===== src/rtl/fetch_unit_pkg.sv =====
// Shared types and constants for the instruction fetch unit and its buffer.
package fetch_unit_pkg;

   localparam int XLEN = 32;
   localparam logic [XLEN-1:0] RESET_PC_DEFAULT = 32'h0000_0000;

   // One buffered instruction, tagged with the address it was fetched from.
   typedef struct packed {
      logic [XLEN-1:0] pc;
      logic [XLEN-1:0] inst;
   } fetch_entry_t;

   // BOOT lasts exactly one cycle after reset and issues the reset address.
   typedef enum logic {
      ST_BOOT = 1'b0,
      ST_RUN  = 1'b1
   } fetch_state_e;

   // Redirect targets are forced onto a word boundary.
   function automatic logic [XLEN-1:0] align_word(input logic [XLEN-1:0] addr);
      return addr & ~(XLEN'(3));
   endfunction

endpackage


===== src/rtl/fetch_buffer.sv =====
// Two-entry FIFO of fetched instructions with a synchronous flush.
// The head entry is read straight from storage registers, so the outputs
// never depend combinationally on the incoming push data.
module fetch_buffer
   import fetch_unit_pkg::*;
(
   input  logic         clk,
   input  logic         reset,
   input  logic         flush_i,
   input  logic         push_i,
   input  fetch_entry_t push_data_i,
   input  logic         pop_i,
   output fetch_entry_t head_o,
   output logic [1:0]   count_o
);

   fetch_entry_t mem_q [2];
   logic         wr_ptr_q, wr_ptr_d;
   logic         rd_ptr_q, rd_ptr_d;
   logic [1:0]   count_q, count_d;

   // Next pointer and occupancy values; a flush empties the buffer and drops any push.
   always_comb begin
      // NOTE: every signal gets a default first so no path through the block infers a latch.
      wr_ptr_d = wr_ptr_q;
      rd_ptr_d = rd_ptr_q;
      count_d  = count_q;
      if (flush_i) begin
         wr_ptr_d = 1'b0;
         rd_ptr_d = 1'b0;
         count_d  = 2'd0;
      end else begin
         if (push_i) wr_ptr_d = ~wr_ptr_q;
         if (pop_i)  rd_ptr_d = ~rd_ptr_q;
         case ({push_i, pop_i})
            2'b10:   count_d = count_q + 2'd1;
            2'b01:   count_d = count_q - 2'd1;
            default: count_d = count_q;
         endcase
      end
   end

   // Pointer and occupancy registers.
   always_ff @(posedge clk) begin
      // NOTE: state registers use non-blocking assignments so every flop samples pre-edge values.
      if (reset) begin
         wr_ptr_q <= 1'b0;
         rd_ptr_q <= 1'b0;
         count_q  <= 2'd0;
      end else begin
         wr_ptr_q <= wr_ptr_d;
         rd_ptr_q <= rd_ptr_d;
         count_q  <= count_d;
      end
   end

   // Entry storage write.
   always_ff @(posedge clk) begin
      // NOTE: storage is deliberately not reset; count_q alone says which entries are meaningful.
      if (push_i && !flush_i) mem_q[wr_ptr_q] <= push_data_i;
   end

   assign head_o  = mem_q[rd_ptr_q];
   assign count_o = count_q;

   // The issue logic upstream must never let a word arrive while the buffer is full.
   overflow_a: assert property (@(posedge clk) disable iff (reset)
      (push_i && !flush_i) |-> (count_q != 2'd2 || pop_i));

endmodule


===== src/rtl/fetch_unit.sv =====
// Instruction fetch unit: issues word fetches to a one-cycle-latency
// instruction memory, buffers returning words in a two-entry FIFO and
// presents them to decode with a valid/ready handshake. A redirect flushes
// the buffer, drops any in-flight word and restarts fetch at the new target.
module fetch_unit
   import fetch_unit_pkg::*;
#(
   parameter logic [XLEN-1:0] RESET_PC  = RESET_PC_DEFAULT,
   parameter int              BUF_DEPTH = 2
) (
   input  logic            clk,
   input  logic            reset,
   input  logic            redirect_valid,
   input  logic [XLEN-1:0] redirect_pc,
   output logic [XLEN-1:0] imem_addr,
   output logic            imem_req,
   input  logic [XLEN-1:0] imem_inst,
   output logic            out_valid,
   input  logic            out_ready,
   output logic [XLEN-1:0] out_pc,
   output logic [XLEN-1:0] out_inst
);

   localparam logic [1:0] DEPTH_C = 2'(BUF_DEPTH);

   fetch_state_e    state_q, state_d;
   logic [XLEN-1:0] fetch_pc_q, fetch_pc_d;
   logic [XLEN-1:0] inflight_pc_q;
   logic            inflight_q, inflight_d;
   logic            issue;
   logic            pop;
   logic [1:0]      count;
   logic [1:0]      occupancy;
   fetch_entry_t    head;
   fetch_entry_t    push_entry;

   // Words already owed to the buffer once this cycle's pop is taken into account.
   // inflight + count never exceeds two and a pop implies count >= 1, so this cannot wrap.
   assign pop       = out_valid && out_ready;
   assign occupancy = {1'b0, inflight_q} + count - {1'b0, pop};

   // State register.
   always_ff @(posedge clk) begin
      if (reset) state_q <= ST_BOOT;
      else       state_q <= state_d;
   end

   // Next state: BOOT is a single cycle, RUN is held until the next reset.
   always_comb begin
      state_d = state_q;
      case (state_q)
         ST_BOOT: state_d = ST_RUN;
         ST_RUN:  state_d = ST_RUN;
         default: state_d = ST_BOOT;
      endcase
   end

   // Issue decision: BOOT always fetches the reset address; RUN fetches while the
   // buffer has room. Nothing issues during reset or in a redirect cycle.
   always_comb begin
      issue = 1'b0;
      if (!reset && !redirect_valid) begin
         case (state_q)
            ST_BOOT: issue = 1'b1;
            ST_RUN:  issue = (occupancy < DEPTH_C);
            default: issue = 1'b0;
         endcase
      end
   end

   // Next fetch address and in-flight flag; a redirect overrides sequential advance.
   always_comb begin
      fetch_pc_d = fetch_pc_q;
      if (redirect_valid)  fetch_pc_d = align_word(redirect_pc);
      else if (issue)      fetch_pc_d = fetch_pc_q + XLEN'(4);
      inflight_d = issue;
   end

   // Fetch address and in-flight flag registers.
   always_ff @(posedge clk) begin
      if (reset) begin
         fetch_pc_q <= RESET_PC;
         inflight_q <= 1'b0;
      end else begin
         fetch_pc_q <= fetch_pc_d;
         inflight_q <= inflight_d;
      end
   end

   // Address tag for the word returning next cycle; only read while inflight_q is set.
   always_ff @(posedge clk) begin
      if (issue) inflight_pc_q <= fetch_pc_q;
   end

   assign push_entry = '{pc: inflight_pc_q, inst: imem_inst};

   // A redirect flushes at the end of its cycle, which also drops the word arriving then.
   fetch_buffer u_buffer (
      .clk         (clk),
      .reset       (reset),
      .flush_i     (redirect_valid),
      .push_i      (inflight_q),
      .push_data_i (push_entry),
      .pop_i       (pop),
      .head_o      (head),
      .count_o     (count)
   );

   assign imem_addr = fetch_pc_q;
   assign imem_req  = issue;
   assign out_valid = !reset && (count != 2'd0);
   assign out_pc    = head.pc;
   assign out_inst  = head.inst;

endmodule


===== config.mk =====
export PLATFORM = sky130hd
export DESIGN_NAME = fetch_unit
export DESIGN_NICKNAME = d
export VERILOG_FILES = /design/src/rtl/fetch_unit_pkg.sv /design/src/rtl/fetch_buffer.sv /design/src/rtl/fetch_unit.sv
export SDC_FILE = /design/constraint.sdc
export NUM_CORES = 1
export LEC_CHECK = 0
export BUFFER_PORTS_ARGS = -buffer_cell sky130_fd_sc_hd__buf_4
export CAP_MARGIN = 25
export CORE_ASPECT_RATIO = 1.25
export CORE_MARGIN = 10
export CORE_UTILIZATION = 54
export CTS_BUF_LIST = sky130_fd_sc_hd__clkbuf_16
export DETAILED_ROUTE_END_ITERATION = 12
export PLACE_DENSITY = 0.83
export SYNTH_ARGS = -nofsm -noshare
export SYNTH_HDL_FRONTEND = slang
export SYNTH_SLANG_ARGS = --single-unit

===== constraint.sdc =====
create_clock -name clk -period 8.5 [get_ports clk]
set_clock_uncertainty 0.2 [all_clocks]
set_input_delay 0.85 -clock clk [delete_from_list [all_inputs] [get_ports clk]]
set_output_delay 0.85 -clock clk [all_outputs]
set_load 0.05 [all_outputs]

# Word-level counts from Yosys, hierarchy flattened
# Memories as Yosys holds them, arrays and structs flattened. A register that Yosys moved wholly into a read port is not among the register bits.
# Cells that the tools add are included.
[totals] input_bits=68 mem_bits_rw=128 n_memories=1 ff_bits=70
[op_classes] n_lt_le_gt_ge=1 mux=10 n_addsub=5 bitwise_logic=3 eq_ne=2 reduce_logical=10
[mem_list] name="u_buffer.mem_q" depth=2 word_bits=64 read_ports=1 rd_ports_with_merged_regs=1 wr=1 line_no="fetch_buffer.sv:17" rtl="fetch_entry_t mem_q [2];"
[op_table] cell="$mux 32" count=2
[op_table] cell="$add 32x3->32 const B" count=1
[op_table] cell="$mux 1" count=6
[op_table] cell="$reduce_bool 2->1" count=3
[op_table] cell="$logic_and 1x1->1" count=4
[op_table] cell="$pmux 2 s2" count=1
[op_table] cell="$not 1->1" count=3
[op_table] cell="$add 1x2->2" count=1
[op_table] cell="$add 2x1->2 const B" count=1
[op_table] cell="$eq 2x1->1 const B" count=1
[op_table] cell="$eq 2x2->1 const B" count=1
[op_table] cell="$logic_not 1->1" count=2
[op_table] cell="$lt 2x2->1 const B" count=1
[op_table] cell="$pmux 1 s2" count=1
[op_table] cell="$reduce_or 2->1" count=1
[op_table] cell="$sub 2x1->2" count=1
[op_table] cell="$sub 2x1->2 const B" count=1

# Longest topological paths before layout
# Gate-level depths: netlist (run 1).
[depth] depth_word=9 ltp_mapped=11 depth_no_buf=9

# By module
# A second synthesis (run 1) with hierarchy kept.
[hier_totals] cells_unflattened=496 hier_area_um2=7738.7
[by_module_without_submodules] mod="fetch_buffer" seq_area_each_um2=3943.8 cells_per_inst=219 n_inst=1 area_each_um2=4802.1
[by_module_without_submodules] mod="fetch_unit" seq_area_each_um2=1541.5 cells_per_inst=277 n_inst=1 area_each_um2=2936.6

# Least setup slack after synthesis (run 1)
# No wires, ideal clock.
[synth_timing] path_type="input port to flip-flop" start="in redirect_valid" end="mem u_buffer.mem_q[0][0] (netlist bit) (enable)" required_time_ps=7742 cell_stages=3 path_slack_ps=2285 n_path_buf=2 arrival_time_ps=5457 path_cell_list="clkbuf_1 clkbuf_1 nor3_1"
[synth_via] elab_chain_cells=4
[synth_rtl] element="from (decl)" line_no="fetch_unit.sv:13" rtl="input logic redirect_valid,"
[synth_rtl] element="$logic_not 1->1" line_no="fetch_buffer.sv:60" rtl="if (push_i && !flush_i) mem_q[wr_ptr_q] <= push_data_i;"
[synth_rtl] element="$logic_and 1x1->1" line_no="fetch_buffer.sv:60"
[synth_rtl] element="$mux 1" line_no="fetch_buffer.sv:60"
[synth_rtl] element="$mux 1 (implied by the code)" line_no="fetch_buffer.sv:60"
[synth_rtl] element="to (decl)" line_no="fetch_buffer.sv:17"
# No other way between the ends.

# Worst setup path in the final report (run 1)
[layout_timing] start="in reset" end="out imem_req"
[layout_via] elab_chain_cells=7 word_cells_on_any_way=8 cone_classes="1 x add/sub; 1 x order compare; 2 x mux; 4 x reduce/logical"
[layout_rtl] element="from (decl)" line_no="fetch_unit.sv:12" rtl="input logic reset,"
[layout_rtl] element="$logic_not 1->1" line_no="fetch_unit.sv:111" rtl="assign out_valid = !reset && (count != 2'd0);"
[layout_rtl] element="$logic_and 1x1->1" line_no="fetch_unit.sv:111"
[layout_rtl] element="$logic_and 1x1->1" line_no="fetch_unit.sv:39" rtl="assign pop = out_valid && out_ready;"
[layout_rtl] element="via pop" line_no="fetch_unit.sv:31" rtl="logic pop;"
[layout_rtl] element="$sub 2x1->2" line_no="fetch_unit.sv:40" rtl="assign occupancy = {1'b0, inflight_q} + count - {1'b0, pop};"
[layout_rtl] element="$lt 2x2->1" line_no="fetch_unit.sv:65" rtl="ST_RUN: issue = (occupancy < DEPTH_C);"
[layout_rtl] element="$pmux 1 s2" line_no="fetch_unit.sv:63" rtl="case (state_q)"
[layout_rtl] element="$mux 1" line_no="fetch_unit.sv:62" rtl="if (!reset && !redirect_valid) begin"
[layout_rtl] element="to (decl)" line_no="fetch_unit.sv:16" rtl="output logic imem_req,"
# The timed path passes the listed nets, and every way through them passes these cells.

==> results of run 1 <==
## final cells by class
type | count | area share [%]
Clock buffer | 17 | 4.515
Clock inverter | 15 | 1.315
Inverter | 12 | 0.4781
Multi-Input combinational cell | 257 | 21.24
Sequential cell | 191 | 56.99
Tap cell | 175 | 2.324
Timing Repair Buffer | 165 | 13.15
## logic make-up (layout without fill, tap and decap cells)
group	count (synthesis)	count (layout)	synth area share, %
flops	191	191	71.44
simple gates	95	95	6.581
compound gates	70	70	7.031
mux	63	63	9.430
buf+inv	42	209	2.399
xor+xnor	22	22	2.566
fa+ha+maj	3	3	0.4999
other cells	1	4	0.04994
## critical path, cell delays in order
cell	delay, ps
buf_4	260
nor2_1	100
and2_1	210
ha_1	320
nor2b_1	210
xnor2_2	70
buf_4	250
a21oi_4	170
buf_4	400
buf_4	280
## power by group through the flow
| stage | Combinational [mW] | Sequential [mW] | Clock [mW] |
|---|---|---|---|
| after floorplan | 0.0905 | 1.11 | 0 |
| after global placement | 0.192 | 1.08 | 0 |
| after detailed placement | 0.196 | 1.09 | 0 |
| after CTS | 0.197 | 1.07 | 0.748 |
| after global routing | 0.207 | 1.07 | 0.789 |
| final | 0.195 | 1.07 | 0.735 |
## flip-flops by register name, indices dropped and copies added, names as in the netlist, named ones only
| signal | count |
|---|---|
| u_buffer.wr_ptr_q | 1 |
| inflight_q | 1 |
| u_buffer.mem_q | 124 |
| u_buffer.count_o | 2 |
| imem_addr | 30 |
| u_buffer.rd_ptr_q | 1 |
| state_q | 1 |
| inflight_pc_q | 30 |
## stage by stage
| step | utilization, % | area [sq um] |
|---|---|---|
| floorplan | - | 7521 |
| global placement | 64.51 | 8872 |
| detailed placement | 64.51 | 8872 |
| CTS | 68.50 | 9422 |
| global route | 68.50 | 9422 |
| finish | 68.50 | 9422 |
## Yosys cell counts, types with 4 or more instances
cell	instances	area (sq um)
mux2_2	62	698.2
buf_4	5	37.54
a311oi_1	6	52.55
nand2_1	14	52.55
xnor2_1	21	183.9
a211oi_1	19	142.6
nor3_1	8	40.04
a2111oi_0	9	78.83
and3_1	7	43.79
and4_1	4	35.03
nor2_1	26	97.59
clkbuf_1	21	78.83
nand3_1	12	60.06
edfxtp_1	154	4624
dfxtp_1	37	740.7
a21oi_1	12	60.06
o21ai_0	12	60.06
nand4_1	8	50.05
inv_1	11	41.29
and2_1	4	25.02
or3_1	4	25.02
a2111oi_2	5	75.07
## per-layer routing
layer	global-route usage, %	up-vias
met5	0	-
li1	-	2186
met1	19.20	2229
met4	6.593	0
met2	28.87	172
met3	5.151	25
## final timing paths
| kind | from | to | slack, ps | depth (start not counted) |
|---|---|---|---|---|
| max | reset | imem_req | 4310 | 10 |
| min | inflight_pc_q[13] | u_buffer.mem_q[1][45] | 240 | 0 |
| max reg2reg | u_buffer.count_o[0] | imem_addr[25] | 5450 | 10 |
| min reg2reg | inflight_pc_q[13] | u_buffer.mem_q[1][45] | 240 | 0 |
==> metrics.txt, run 1 <==
Place WS roughly 4300 ps; TritonCTS clock tree yes; nets between 700 and 800; Worst Setup Start Kind primary input; Arr. time, crit path ~3100 ps; register area ~5400 sq um; DP Wirelength approximately 11 mm; largest net degree at the start of global routing 63; power share of the combinational group 9.7%; endpoints failing hold 0; worst hold path type reg2reg; Final Wtd Congestion ~0.89; Finished Layout Cells about 830; WL/cell ~20 um; Lkg Pwr around 3.4 nW; PnR Total Power between 1.5 and 2 mW; commonest non-fill, non-tap cell in the layout buf_4; initial antenna violation count 0; # setup viols final 0; Final WS setup between 4000 and 5000 ps; WS Path Type in2out; Synth cell types slightly above 40; Synth Warn # 0; layout cells sized above 1 around two fifths; crit path capture type output pin; Iter 0 DRT Violations between 300 and 400; clk buf depth 2; first-pass GRT wire length approximately 26 mm; IO buf count around 160; Root Buffer clkbuf_16; Die Wd 125.5 um; ys flop type edfxtp_1; setup TNS 0 ps; first-pass detailed-route iteration total 4; total vias in the final route roughly 4.6k; #FFs+latches synth around 190; Worst EP required 7450 ps; worst slew pin tran between 800 and 900 ps; crit-path max FO 31; Initial Utilization a little over half; multi-input logic area 2001 sq um; Reg clk slew, reported paths approximately 70 ps; most frequent cells in the layout buf_4 (165), edfxtp_1 (154), mux2_2 (62); M1 WL between 6 and 7 mm; sequential element share of the synthesized area 71.44%; TritonCTS sink count ~190; Switching Share 25.27%; n_diodes 0; Max-cap violations 0; max_slew headroom about 45%; drt total wl ~16 mm; worst skew pair latency around 420 ps; vias in the first global route approximately 4.9k; post-route ant nets 0; area grow syn2layout 25.46%; Setup Buffers After CTS 0; final routed DRC violation total 0; Tot GR Track Use 16.87%; Peak VDD IR ~120 uV; Overflow after GRT 0; Clk network pwr share 36.8%; die area 19,050 sq um; Fin Hold WS about 240 ps; Final min period ~4200 ps; Layout fillers 1,008; f_max ~0.24 GHz; Site Rows 48; Via density 5.543; Internal between 1 and 1.5 mW; sequential share of power around 53%; Final Slew Violations 0; post-CTS resize count 0; outcome completed; cells after synthesis 487; Sw Pwr a little over 500 uW; RSZ-0062 raised after global routing no; met3 wire length 1.063 mm; I/O pin total between 150 and 200; Max H-tree Level 4; Post-Synthesis Cell Area roughly 7500 sq um; fin crit share 49.29%; Power Density ~210 nW/um^2; Async SR Flop Fraction 0%; Post-synth EDFFs 154; cell count after placement 800; Die H 151.8 um; Synth Area per Inst approximately 15 sq um; CTS Buf Count 17; uppermost routed layer met4; Core Footprint 13,750 sq um; hold buffer count at CTS 0; met2 wire length around 8.4 mm
(Power assumes the default switching activity.)
==> run 2: changes to the inputs <==
--- a/config.mk
+++ b/config.mk
@@ -5,14 +5,15 @@
 export SDC_FILE = /design/constraint.sdc
 export NUM_CORES = 1
 export LEC_CHECK = 0
+export ABC_AREA = 1
 export BUFFER_PORTS_ARGS = -buffer_cell sky130_fd_sc_hd__buf_4
 export CAP_MARGIN = 25
 export CORE_ASPECT_RATIO = 1.25
 export CORE_MARGIN = 10
-export CORE_UTILIZATION = 54
+export CORE_UTILIZATION = 55
 export CTS_BUF_LIST = sky130_fd_sc_hd__clkbuf_16
 export DETAILED_ROUTE_END_ITERATION = 12
-export PLACE_DENSITY = 0.83
+export PLACE_DENSITY = 0.84
 export SYNTH_ARGS = -nofsm -noshare
 export SYNTH_HDL_FRONTEND = slang
 export SYNTH_SLANG_ARGS = --single-unit
==> constraint.sdc (replaced) <==
create_clock -name clk -period 4.1 [get_ports clk]
set_clock_uncertainty 0.2 [all_clocks]
set_input_delay 0.41 -clock clk [delete_from_list [all_inputs] [get_ports clk]]
set_output_delay 0.41 -clock clk [all_outputs]
set_load 0.05 [all_outputs]
==> metrics.txt, run 2 <==
largest net degree at the start of global routing 63 (unchanged); first-pass GRT wire length 28.54 mm (+9.4%); RSZ-0062 raised after global routing no; Synth top area share 57.37% (-4.2 points); Arr. time, crit path 2640 ps (-500 ps); power share of the combinational group 11.1% (+1.4 points); layout cells sized above 1 32.80% (-8.4 points); Site Rows 49 (+2.1%); Initial Utilization 55.94% (+1.3 points); Iter 0 DRT Violations 362 (+2.5%); vias in the first global route 5,571 (+13%); Max-cap violations 0 (unchanged); I/O pin total 166 (unchanged); Worst EP required 3490 ps (-3960 ps); crit-path max FO 21 (-32%); crit path capture type output pin; Async SR Flop Fraction 0% (unchanged); Overflow after GRT 0 (unchanged); Final Wtd Congestion 0.9599 (+8.5%); xor/xnor share of the synthesized area 0.8693% (-1.7 points); Reg clk slew, reported paths 60 ps (about the same); sequential element share of the synthesized area 66.56% (-4.9 points); Clk network pwr share 37.2% (+0.4 points); DP Wirelength 12.29 mm (+10%); Synth Area per Inst 12.07 sq um (-22%); hold buffer count at CTS 32 (+32); TritonCTS sink count 191 (unchanged); Root Buffer clkbuf_16; # setup viols final 0 (unchanged); outcome completed; post-route ant nets 0 (unchanged); Final min period 3247 ps; most numerous cell in the Yosys netlist edfxtp_1; Worst Setup Start Kind flip-flop; Internal 3.284 mW (+120%); Core Footprint 14,410 sq um (+4.8%); Max H-tree Level 4 (unchanged); Final Slew Violations 0 (unchanged); post-CTS resize count 0 (unchanged); Die Wd 128.3 um (+2.2%); setup TNS 0 ps (unchanged); Final WS setup 852.5 ps (-3458 ps); worst hold path type in2reg; worst skew pair latency 420 ps (about the same); Die H 155.3 um (+2.3%); Setup Buffers After CTS 0 (unchanged); worst slew pin tran 864.7 ps (+32.46 ps); die area 19,930 sq um (+4.6%); most flop-heavy register u_buffer.mem_q; drt total wl 18.15 mm (+11%); cells after synthesis 668 (+37%); initial antenna violation count 0 (unchanged); Sw Pwr 1.022 mW (+100%); clk buf depth 2 (unchanged); largest family of logic cells by synthesized area simple AND/OR/NAND/NOR gates; Post-Synthesis Cell Area 8060 sq um (+7.3%); CTS Buf Count 17 (unchanged); Final Util 71.68% (+3.2 points); Compound-Gate Fraction of Synth Area 3.431% (-3.6 points); Layout fillers 993 (-1.5%); Via density 5.190 (-6.4%); #FFs+latches synth 191 (unchanged); largest cells by area after synthesis edfxtp_1 (57%), dfxtp_1 (9.2%), mux2_2 (8.7%); nets 933 (+30%); Synth Warn # 0 (unchanged); max_slew headroom 42.35% (-2.2 points); Synth Area in Adders 0.4657% (-0.034 points); WL/cell 17.23 um (-12%); multi-input logic area 2411 sq um (+21%); f_max 0.3079 GHz; number of flip-flops in the largest register 124 (unchanged); Switching Share 23.74% (-1.5 points); Synth area leader edfxtp_1; endpoints failing hold 0 (unchanged); IO buf count 159 (unchanged); n_diodes 0 (unchanged); first-pass detailed-route iteration total 5 (+1); Fin Hold WS 91.46 ps (-152.6 ps); Synth Area in Simple Gates 15.52% (+8.9 points); Post-synth EDFFs 154 (unchanged); sequential share of power 51.7% (-1.7 points); commonest non-fill, non-tap cell in the layout buf_4; register area 5366 sq um (about the same); mux cell area share after synthesis 9.159% (-0.27 points); WS Path Type reg2out; ys flop type edfxtp_1; Power Density 416.9 nW/um^2 (+97%); area grow syn2layout 28.13%; Lkg Pwr 4.058 nW (+20%); TritonCTS clock tree yes; fin crit share about four fifths; Peak VDD IR 321.0 uV (+170%); top post-synthesis cells by count edfxtp_1 (154), nand2_1 (139), nor2_1 (66); total vias in the final route 5,465 (+18%); final routed DRC violation total 0 (unchanged); Synth cell types 35 (-15%); Place WS 1153 ps (-3164 ps); most frequent cells in the layout buf_4 (165), edfxtp_1 (154), nand2_1 (139); Tot GR Track Use 18.11% (+1.2 points)
run 2: path summary, 6_finish.rpt:
| path | from | endpoint | slack, ps | cells after the start |
|---|---|---|---|---|
| setup / recovery | u_buffer.count_o[1] | imem_req | 850 | 13 |
| hold / removal | redirect_pc[16] | imem_addr[16] | 90 | 5 |
| setup reg to reg | u_buffer.count_o[1] | inflight_pc_q[8] | 1280 | 12 |
| hold reg to reg | inflight_pc_q[24] | u_buffer.mem_q[0][56] | 240 | 0 |
run 2: metal layers:
metal  GRT usage, %  vias to the layer above  part of all wire [%]
met5              0                        -                     0
met4          8.056                        0                   2.7
met3          4.760                       30                   6.5
met2          30.95                      182                    52
met1          20.72                     2575                    39
li1               -                     2678                     -
run 2: area by class of cell:
class	instances	share of cell area [%]
clock buffers	17	4.119
repair buffers	197	15.10
flip-flops and latches	191	51.96
multi-input cells	406	23.35
clock inverters	15	1.514
inverters	49	1.805
well taps	178	2.157
run 2: per-stage QoR:
stage	cells	total power, mW	cell area, sq um
after CTS	1053	4.336	10330
after global placement	989	2.705	9425
after global routing	1053	4.446	10330
final	1053	4.306	10330
after detailed placement	989	2.719	9425
after floorplan	671	2.548	8082
run 2: cell families after synthesis:
| family | Yosys count |
|---|---|
| buffers and inverters | 74 |
| AO/OA/AOI/OAI | 53 |
| AND/OR/NAND/NOR | 272 |
| adder cells (fa/ha/maj) | 3 |
| XOR/XNOR | 8 |
| flip-flops | 191 |
| other | 1 |
| multiplexers | 66 |
run 2: critical path, cell delays in order, from the launching register on:
cell,delay (ps)
dfxtp_1,420
inv_2,50
a21oi_1,190
nand2_1,100
inv_1,100
ha_1,240
nor2_1,140
inv_1,60
nand2_1,60
nand3_1,70
nand2_2,310
inv_1,70
buf_4,200
buf_4,200
run 2: power by group through the flow:
stage / registers [mW] / logic [mW] / clock network, mW
after floorplan: 2.32 / 0.224 / 0
after global placement: 2.26 / 0.446 / 0
after detailed placement: 2.27 / 0.454 / 0
after CTS: 2.22 / 0.481 / 1.63
after global routing: 2.23 / 0.514 / 1.70
final: 2.22 / 0.479 / 1.60
